===== config.mk =====
export PLATFORM = sky130hd
export DESIGN_NAME = one_wire_crc_engine
export DESIGN_NICKNAME = d
export VERILOG_FILES = /design/src/rtl/one_wire_crc_engine.sv
export SDC_FILE = /design/constraint.sdc
export NUM_CORES = 1
export LEC_CHECK = 0
export CORE_MARGIN = 8
export CORE_UTILIZATION = 30
export DETAILED_ROUTE_END_ITERATION = 7
export PLACE_DENSITY = 0.55
export REMOVE_ABC_BUFFERS = 1
export SLEW_MARGIN = 20
export SYNTH_ARGS = -nofsm -noshare
export SYNTH_HDL_FRONTEND = slang
export SYNTH_SLANG_ARGS = --single-unit

===== constraint.sdc =====
create_clock -name i_clk -period 4.32 [get_ports i_clk]
set_clock_uncertainty 0.15 [all_clocks]
set_input_delay 0.864 -clock i_clk [delete_from_list [all_inputs] [get_ports i_clk]]
set_output_delay 0.864 -clock i_clk [all_outputs]
set_load 0.01 [all_outputs]

===== src/rtl/one_wire_crc_engine.sv =====
// ---------------------------------------------------------------------------
// one_wire_crc_engine
//
// Bit-serial CRC engine for the 1-Wire datapath. It absorbs data LSB first,
// one bit on each cycle that i_bit_valid is high. The message length is
// chosen at run time and is sampled together with i_start. It covers the
// Dallas CRC-8 used for ROM and scratchpad data, and the CRC-16 used by
// memory commands.
//
// Two modes use the same hardware:
//  - Generate mode: send only the message. o_crc_data holds the CRC.
//  - Check mode: send the message followed by its CRC. o_crc_ok goes high
//    when the running register lands on RESIDUE.
//
// Ports
//   i_clk         system clock, rising edge
//   i_rst         asynchronous reset, active high
//   i_start       one-cycle pulse: load INIT, sample i_nbits, begin a run
//   i_nbits       number of message bits in this run
//   i_bit_in      serial data bit, LSB first
//   i_bit_valid   i_bit_in is valid this cycle
//   i_abort       cancel the current run without producing a result
//   o_busy        high from the cycle after start through the result cycle
//   o_crc_data    registered result (running ^ XOR_OUT)
//   o_crc_valid   one-cycle pulse when o_crc_data / o_crc_ok are updated
//   o_crc_ok      registered (running == RESIDUE) from the last completion
// ---------------------------------------------------------------------------
module one_wire_crc_engine #(
  parameter int               CRC_W   = 8,
  parameter logic [CRC_W-1:0] POLY    = 'h8C,
  parameter logic [CRC_W-1:0] INIT    = '0,
  parameter logic [CRC_W-1:0] XOR_OUT = '0,
  parameter logic [CRC_W-1:0] RESIDUE = '0,
  parameter int               CNT_W   = 10
) (
  input  logic             i_clk,
  input  logic             i_rst,
  input  logic             i_start,
  input  logic [CNT_W-1:0] i_nbits,
  input  logic             i_bit_in,
  input  logic             i_bit_valid,
  input  logic             i_abort,
  output logic             o_busy,
  output logic [CRC_W-1:0] o_crc_data,
  output logic             o_crc_valid,
  output logic             o_crc_ok
);

  typedef enum logic [1:0] {
    S_IDLE = 2'd0,
    S_CALC = 2'd1,
    S_DONE = 2'd2
  } state_t;

  state_t           r_state;
  state_t           w_nextState;
  logic [CRC_W-1:0] r_running;
  logic [CNT_W-1:0] r_bitCount;
  logic [CRC_W-1:0] r_crcData;
  logic             r_crcOk;

  logic             w_startAccept;
  logic             w_absorb;
  logic             w_lastBit;
  logic             w_fb;
  logic [CRC_W-1:0] w_stepped;

  // Abort takes priority over start, so a start that arrives in the same
  // cycle as an abort is dropped. The start cycle never absorbs a bit.
  assign w_startAccept = i_start & ~i_abort;
  assign w_absorb      = (r_state == S_CALC) & i_bit_valid & ~i_start & ~i_abort;
  assign w_lastBit     = w_absorb & (r_bitCount == CNT_W'(1));

  // Reflected LFSR step: shift right, and fold the polynomial back in
  // whenever the bit leaving the register differs from the incoming bit.
  always_comb begin
    w_fb      = r_running[0] ^ i_bit_in;
    w_stepped = (r_running >> 1) ^ (w_fb ? POLY : '0);
  end

  // State register.
  always_ff @(posedge i_clk or posedge i_rst) begin
    if (i_rst) begin
      r_state <= S_IDLE;
    end else begin
      r_state <= w_nextState;
    end
  end

  // Next-state logic and FSM outputs. A start in CALC or DONE restarts the
  // run as if it came from IDLE. That also cancels a result pulse that has
  // not yet been issued.
  always_comb begin
    w_nextState = r_state;
    o_busy      = 1'b0;
    o_crc_valid = 1'b0;
    case (r_state)
      S_IDLE: begin
        if (w_startAccept) begin
          w_nextState = (i_nbits == '0) ? S_DONE : S_CALC;
        end
      end
      S_CALC: begin
        o_busy = 1'b1;
        if (i_abort) begin
          w_nextState = S_IDLE;
        end else if (i_start) begin
          w_nextState = (i_nbits == '0) ? S_DONE : S_CALC;
        end else if (w_lastBit) begin
          w_nextState = S_DONE;
        end
      end
      S_DONE: begin
        o_busy      = 1'b1;
        o_crc_valid = 1'b1;
        if (i_abort) begin
          w_nextState = S_IDLE;
        end else if (i_start) begin
          w_nextState = (i_nbits == '0) ? S_DONE : S_CALC;
        end else begin
          w_nextState = S_IDLE;
        end
      end
      default: w_nextState = S_IDLE;
    endcase
  end

  // Datapath. The result registers load on the same edge that moves the
  // FSM into DONE, so the data is already visible while o_crc_valid is high.
  // A zero-length run completes straight from the start edge with INIT.
  always_ff @(posedge i_clk or posedge i_rst) begin
    if (i_rst) begin
      r_running  <= '0;
      r_bitCount <= '0;
      r_crcData  <= '0;
      r_crcOk    <= 1'b0;
    end else if (w_startAccept) begin
      r_running  <= INIT;
      r_bitCount <= i_nbits;
      if (i_nbits == '0) begin
        r_crcData <= INIT ^ XOR_OUT;
        r_crcOk   <= (INIT == RESIDUE);
      end else begin
        r_crcOk   <= 1'b0;
      end
    end else if (w_absorb) begin
      r_running  <= w_stepped;
      r_bitCount <= r_bitCount - CNT_W'(1);
      if (w_lastBit) begin
        r_crcData <= w_stepped ^ XOR_OUT;
        r_crcOk   <= (w_stepped == RESIDUE);
      end
    end
  end

  assign o_crc_data = r_crcData;
  assign o_crc_ok   = r_crcOk;

endmodule

# ---- Yosys cells after proc, flatten, opt, wreduce, memory -nomap -nowiden
# Cells that the tools add are included.
dict set report word_totals {
  regBits 29
  out_inout_bits 11
  elab_cells 53
}
dict set report op_classes {
  eq_ne 6
  n_reduce_logical 9
  add_sub_neg 1
  muxes 23
  bitwise 9
}
# cell n
set ops {}
lappend ops {{two-way mux 8 bit} 7}
lappend ops {{two-way mux 10 bit} 2}
lappend ops {{two-way mux 2 bit} 7}
lappend ops {{equality test 10 x 1 -> 1 bit (second input constant)} 1}
lappend ops {{zero test 10 bit} 1}
lappend ops {{subtractor 10 x 1 -> 10 bit (second input constant)} 1}
lappend ops {{zero test 8 bit} 1}
lappend ops {{bitwise XOR 7 x 8 -> 8 bit} 1}
lappend ops {{two-way mux 1 bit} 6}
lappend ops {{one-hot mux 2 bit (3 select lines)} 1}
lappend ops {{bitwise AND 1 bit} 5}
lappend ops {{!= test 4 bit (second input constant)} 1}
lappend ops {{AND reduction 2 bit} 2}
lappend ops {{nonzero test 2 bit} 2}
lappend ops {{AND reduction 3 bit} 1}
lappend ops {{equality test 2 x 1 -> 1 bit (second input constant)} 1}
lappend ops {{equality test 2 bit (second input constant)} 1}
lappend ops {{zero test 2 bit} 1}
lappend ops {{!= test 2 x 1 -> 1 bit (second input constant)} 1}
lappend ops {{!= test 2 bit (second input constant)} 1}
lappend ops {{NOT 1 bit} 2}
lappend ops {{OR reduction 2 bit} 1}
lappend ops {{bitwise XOR 1 bit} 1}

# ---- Depth between registers and ports, before layout
dict set report depth {
  word_depth 9
  depth_mapped 7
}

# ---- Least setup slack after synthesis
# OpenSTA, ideal clock, no wires.
dict set report synth_timing {
  path_kind {input-to-reg}
  from {in i_nbits[6]}
  to {reg r_crcData[0], in the netlist o_crc_data[0]}
  required_ns 4.049
  setup_ns 0.121
  arrival_ns 2.135
  path_slack_ns 1.914
  stages 4
  cell_sequence {or4_1 -> nor4_2 -> a21oi_2 -> a22o_2}
}
dict set report synth_via {
  elab_chain_cells 3
}
# element line_no
set synth_lines {}
lappend synth_lines {{start: declaration} 39} ;# input logic [CNT_W-1:0] i_nbits,
lappend synth_lines {{zero test 10 bit} 140} ;# if (i_nbits == '0) begin
lappend synth_lines {{!= test 2 x 1 -> 1 bit (no source line)} --}
lappend synth_lines {{AND reduction 3 bit (no source line)} --}
lappend synth_lines {{end signal: assignment} 141} ;# r_crcData <= INIT ^ XOR_OUT;
lappend synth_lines {{end signal: assignment} 150} ;# r_crcData <= w_stepped ^ XOR_OUT;
lappend synth_lines {{end: declaration} 59} ;# logic [CRC_W-1:0] r_crcData;
# Every way passes these cells.
# A chain may end at the register's enable or synchronous reset.

# ---- Worst setup path after layout
dict set report layout_timing {
  from {in i_abort}
  to {reg r_crcData[6], in the netlist o_crc_data[6]}
}
dict set report layout_via {
  elab_chain_cells 5
  word_cells_on_any_way 9
  classes_between {eq/ne (1); mux (1); bitwise (4); reduce/logical (3)}
}
# element line_no
set layout_lines {}
lappend layout_lines {{start: declaration} 42} ;# input logic i_abort,
lappend layout_lines {{NOT 1 bit *} {70, 71}}
lappend layout_lines {{bitwise AND 1 bit} 71} ;# assign w_absorb = (r_state == S_CALC) & i_bit_valid & ~i_start & ~i_abort;
lappend layout_lines {{bitwise AND 1 bit} 72} ;# assign w_lastBit = w_absorb & (r_bitCount == CNT_W'(1));
lappend layout_lines {{nonzero test 2 bit (no source line)} --}
lappend layout_lines {{AND reduction 3 bit (no source line)} --}
# Mark *: on every way between the ends. The rest lies on a longest branch, timed or not.

==> summary.txt <==
STA
  • Relative slew slack: 28.6%
  • Worst-Margin Slew: 1.07 ns
  • Final period util: 72.1%
  • Fin. Hold Viols: 0
  • RSZ-0062 raised after global routing: false
  • F_max: 321 MHz
  • Setup_tns: 0 ns
  • Min Tclk post-route: 3.12 ns
  • Final worst slack: 1.20 ns
  • # setup viols final: 0
  • Max-slew violations: 0

Placed design
  • Detailed placement HPWL: 2880 um
  • Final Wtd Congestion: 0.756
  • Setup WS pre-CTS: roughly 0.94 ns
  • Port buffer count: 26

Synth
  • Synth async-reset ratio: 100%
  • Synth Cell Area: between 1500 and 2000 sq um
  • Post-synthesis sequential area ratio: 47.4%
  • Cells after Synth: ~150
  • Distinct cell type count after synthesis: 41
  • Ys Warns: 0
  • Synth Register Bits: 29
  • Mapped Avg Cell Area: around 10 sq um
  • Main synth FF type: dfrtp_1
  • Post-synth EDFFs: 0

Drt
  • Drt pass-1 iters: 4
  • WL final: 3990 um
  • Detail Route Antenna Nets: 0
  • Routed length per instance: ~16 um
  • Top Layer Used: met4
  • Routed vias: 1296
  • Initial DRC count: 58
  • Residual DRC: 0
  • Routed vias/inst: between 5 and 6
  • Met3 wire len: 222 um
  • Met2 WL: 1920 um
  • Met1 WL: 1770 um

Critical path
  • Critical path class: input pin to register
  • Critical Path Source Type: input pin
  • Critical Path Max Stage Delay: 0.68 ns
  • WP data required: 4.34 ns
  • Critical Path AT: 3.14 ns
  • Crit Path Max Fanout: 13
  • Cells along the critical path: clkdlybuf4s50_1 -> nand4bb_1 -> nor4_4 -> a21oi_2 -> a22o_2
  • CP max-delay cell: nor4_4
  • Worst setup EP type: register

Global route
  • Initial antenna violation count: 0
  • First-pass GRT wire length: 6630 um
  • Grt ovf: 0
  • Largest net degree at the start of global routing: 30
  • GR Util All Layers: between 10 and 15%
  • Vias in the first global route: 1385

Run
  • # Max-Cap Violations: 0

Power and ir drop
  • Comb pwr share: 17.4%
  • Static leakage: 0.826 nW
  • Clock power frac: 39.6%
  • Max VDD drop: 166 uV
  • Seq pwr share: 43.0%
  • Psw: between 150 and 200 uW
  • Sw Share: 26.5%
  • Int Pwr: between 500 and 600 uW
  • P per Cell Area: 371 nW/um^2

Min path
  • Worst Hold Class: register to register

Cells and area
  • Diode count: 0
  • Ratio of cells with drive above 1 in the final layout: roughly 17%
  • Area delta synth->final: 29.3%
  • Net count, final: 202

Clocking
  • CTS root buf: clkbuf_8
  • Htree depth: 2
  • Post-CTS Setup Bufs: 0
  • CTS sink count: 29
  • CTS tree: yes
  • Clock-pin slew on the worst setup and hold paths: 0.06 ns
  • Hold-fix buffers, CTS: 0
  • Clock Path Buffers: 2
  • Worst-Skew Late Latency: 0.28 ns
  • Post_cts resized: 0
  • Total clock buffers created by CTS: 5

Floorplan
  • # IOs: 27
  • Die Width: 87.5 um
  • Core area: between 5000 and 6000 sq um
  • Full die area: 7650 sq um
  • Starting density of the core: 30.6%
  • Row cnt: 26
  • Die height: 87.5 um

Outcome
  • Status: complete, no violations
==> metal layers <==
metal	global-route usage (%)	up-vias
li1	-	621
met1	12.7	632
met2	17.8	34
met3	4.06	9
met4	5.94	0
met5	0	-
==> cells in the final DEF (no fill, tap or decap), types with 2 or more instances in the layout <==
cell	n
dfrtp_1	29
clkdlybuf4s50_1	26
nand2_1	25
a21oi_1	9
nor2_1	8
a22o_2	7
inv_1	6
ha_1	6
clkbuf_8	6
o21ai_0	5
nand3_1	4
o211ai_1	4
or4_1	4
o311ai_0	3
xnor2_1	3
a31oi_1	2
nand2b_1	2
or3_2	2
nor4_1	2
a221o_1	2
buf_4	2
==> per-stage QoR <==
step / hold WS, ns / power (mW) / instances / instance area (sq um) / util, %
floorplan: 0.329 / 0.399 / 145 / 1500 / -
global placement: 0.336 / 0.442 / 243 / 1860 / 37.2
detailed placement: 0.340 / 0.448 / 243 / 1860 / 37.2
CTS: 0.365 / 0.741 / 251 / 1980 / 39.5
global route: 0.388 / 0.768 / 251 / 1980 / 39.5
finish: 0.362 / 0.734 / 251 / 1980 / 39.5
==> worst paths after layout <==
kind	from	to	slack, ns	depth (start not counted)
max	i_abort	o_crc_data[6]	1.20	5
min	o_crc_data[2]	o_crc_data[2]	0.36	1
max reg2reg	r_state[1]	o_crc_data[6]	1.63	6
min reg2reg	o_crc_data[2]	o_crc_data[2]	0.36	1
max in group asynchronous	i_rst	r_running[7]	2.79	2
min in group asynchronous	i_rst	r_bitCount[9]	0.83	2
==> layout make-up <==
type / instances / area [sq um]
repair buffers: 28 / 275
multi-input cells: 109 / 749
clock buffers: 7 / 86.3
clock inverters: 1 / 30.0
flip-flops and latches: 29 / 726
inverters: 7 / 26.3
well taps: 70 / 87.6
fillers: 508 / 3030
==> synth_stat cells (all sizes together) (3+ instances only) <==
cell | number | area (sq um)
inv | 7 | 26.3
xnor2 | 3 | 26.3
nand3 | 4 | 20.0
clkbuf | 5 | 18.8
o211ai | 5 | 42.5
o311ai | 3 | 26.3
nor2 | 8 | 30.0
dfrtp | 29 | 726
ha | 6 | 75.1
a22o | 8 | 78.8
o21ai | 6 | 30.0
or4 | 6 | 50.1
a21oi | 10 | 53.8
nor4 | 4 | 46.3
nand2 | 25 | 93.8
==> kinds of logic (layout without fill, tap and decap cells) <==
group	Yosys count	in the layout	synth area share [%]
buffers and inverters	13	43	3.68
flip-flops	29	29	47.4
adder cells (fa/ha/maj)	6	6	4.90
XOR/XNOR	3	3	1.72
AO/OA/AOI/OAI	41	41	20.3
AND/OR/NAND/NOR	59	59	22.0
==> sequential cells by signal, summed over array words and instances (netlist names) <==
| name | cells |
|---|---|
| o_crc_data | 8 |
| r_bitCount | 10 |
| r_running | 8 |
| r_state | 2 |
| o_crc_ok | 1 |
==> worst max-delay path: cells and delay by family <==
family	cells	cell delay [ns]
AOI/OAI and AO/OA	2	0.46
buffers and inverters	1	0.48
and+or+nand+nor	2	1.33
==> power groups by stage <==
stage | logic, mW | clock network [mW] | registers, mW
floorplan | 0.0849 | 0 | 0.314
global placement | 0.124 | 0 | 0.318
detailed placement | 0.128 | 0 | 0.320
CTS | 0.129 | 0.297 | 0.315
global route | 0.142 | 0.308 | 0.318
finish | 0.128 | 0.291 | 0.316
No activity file was read; power rests on OpenSTA's default activity.
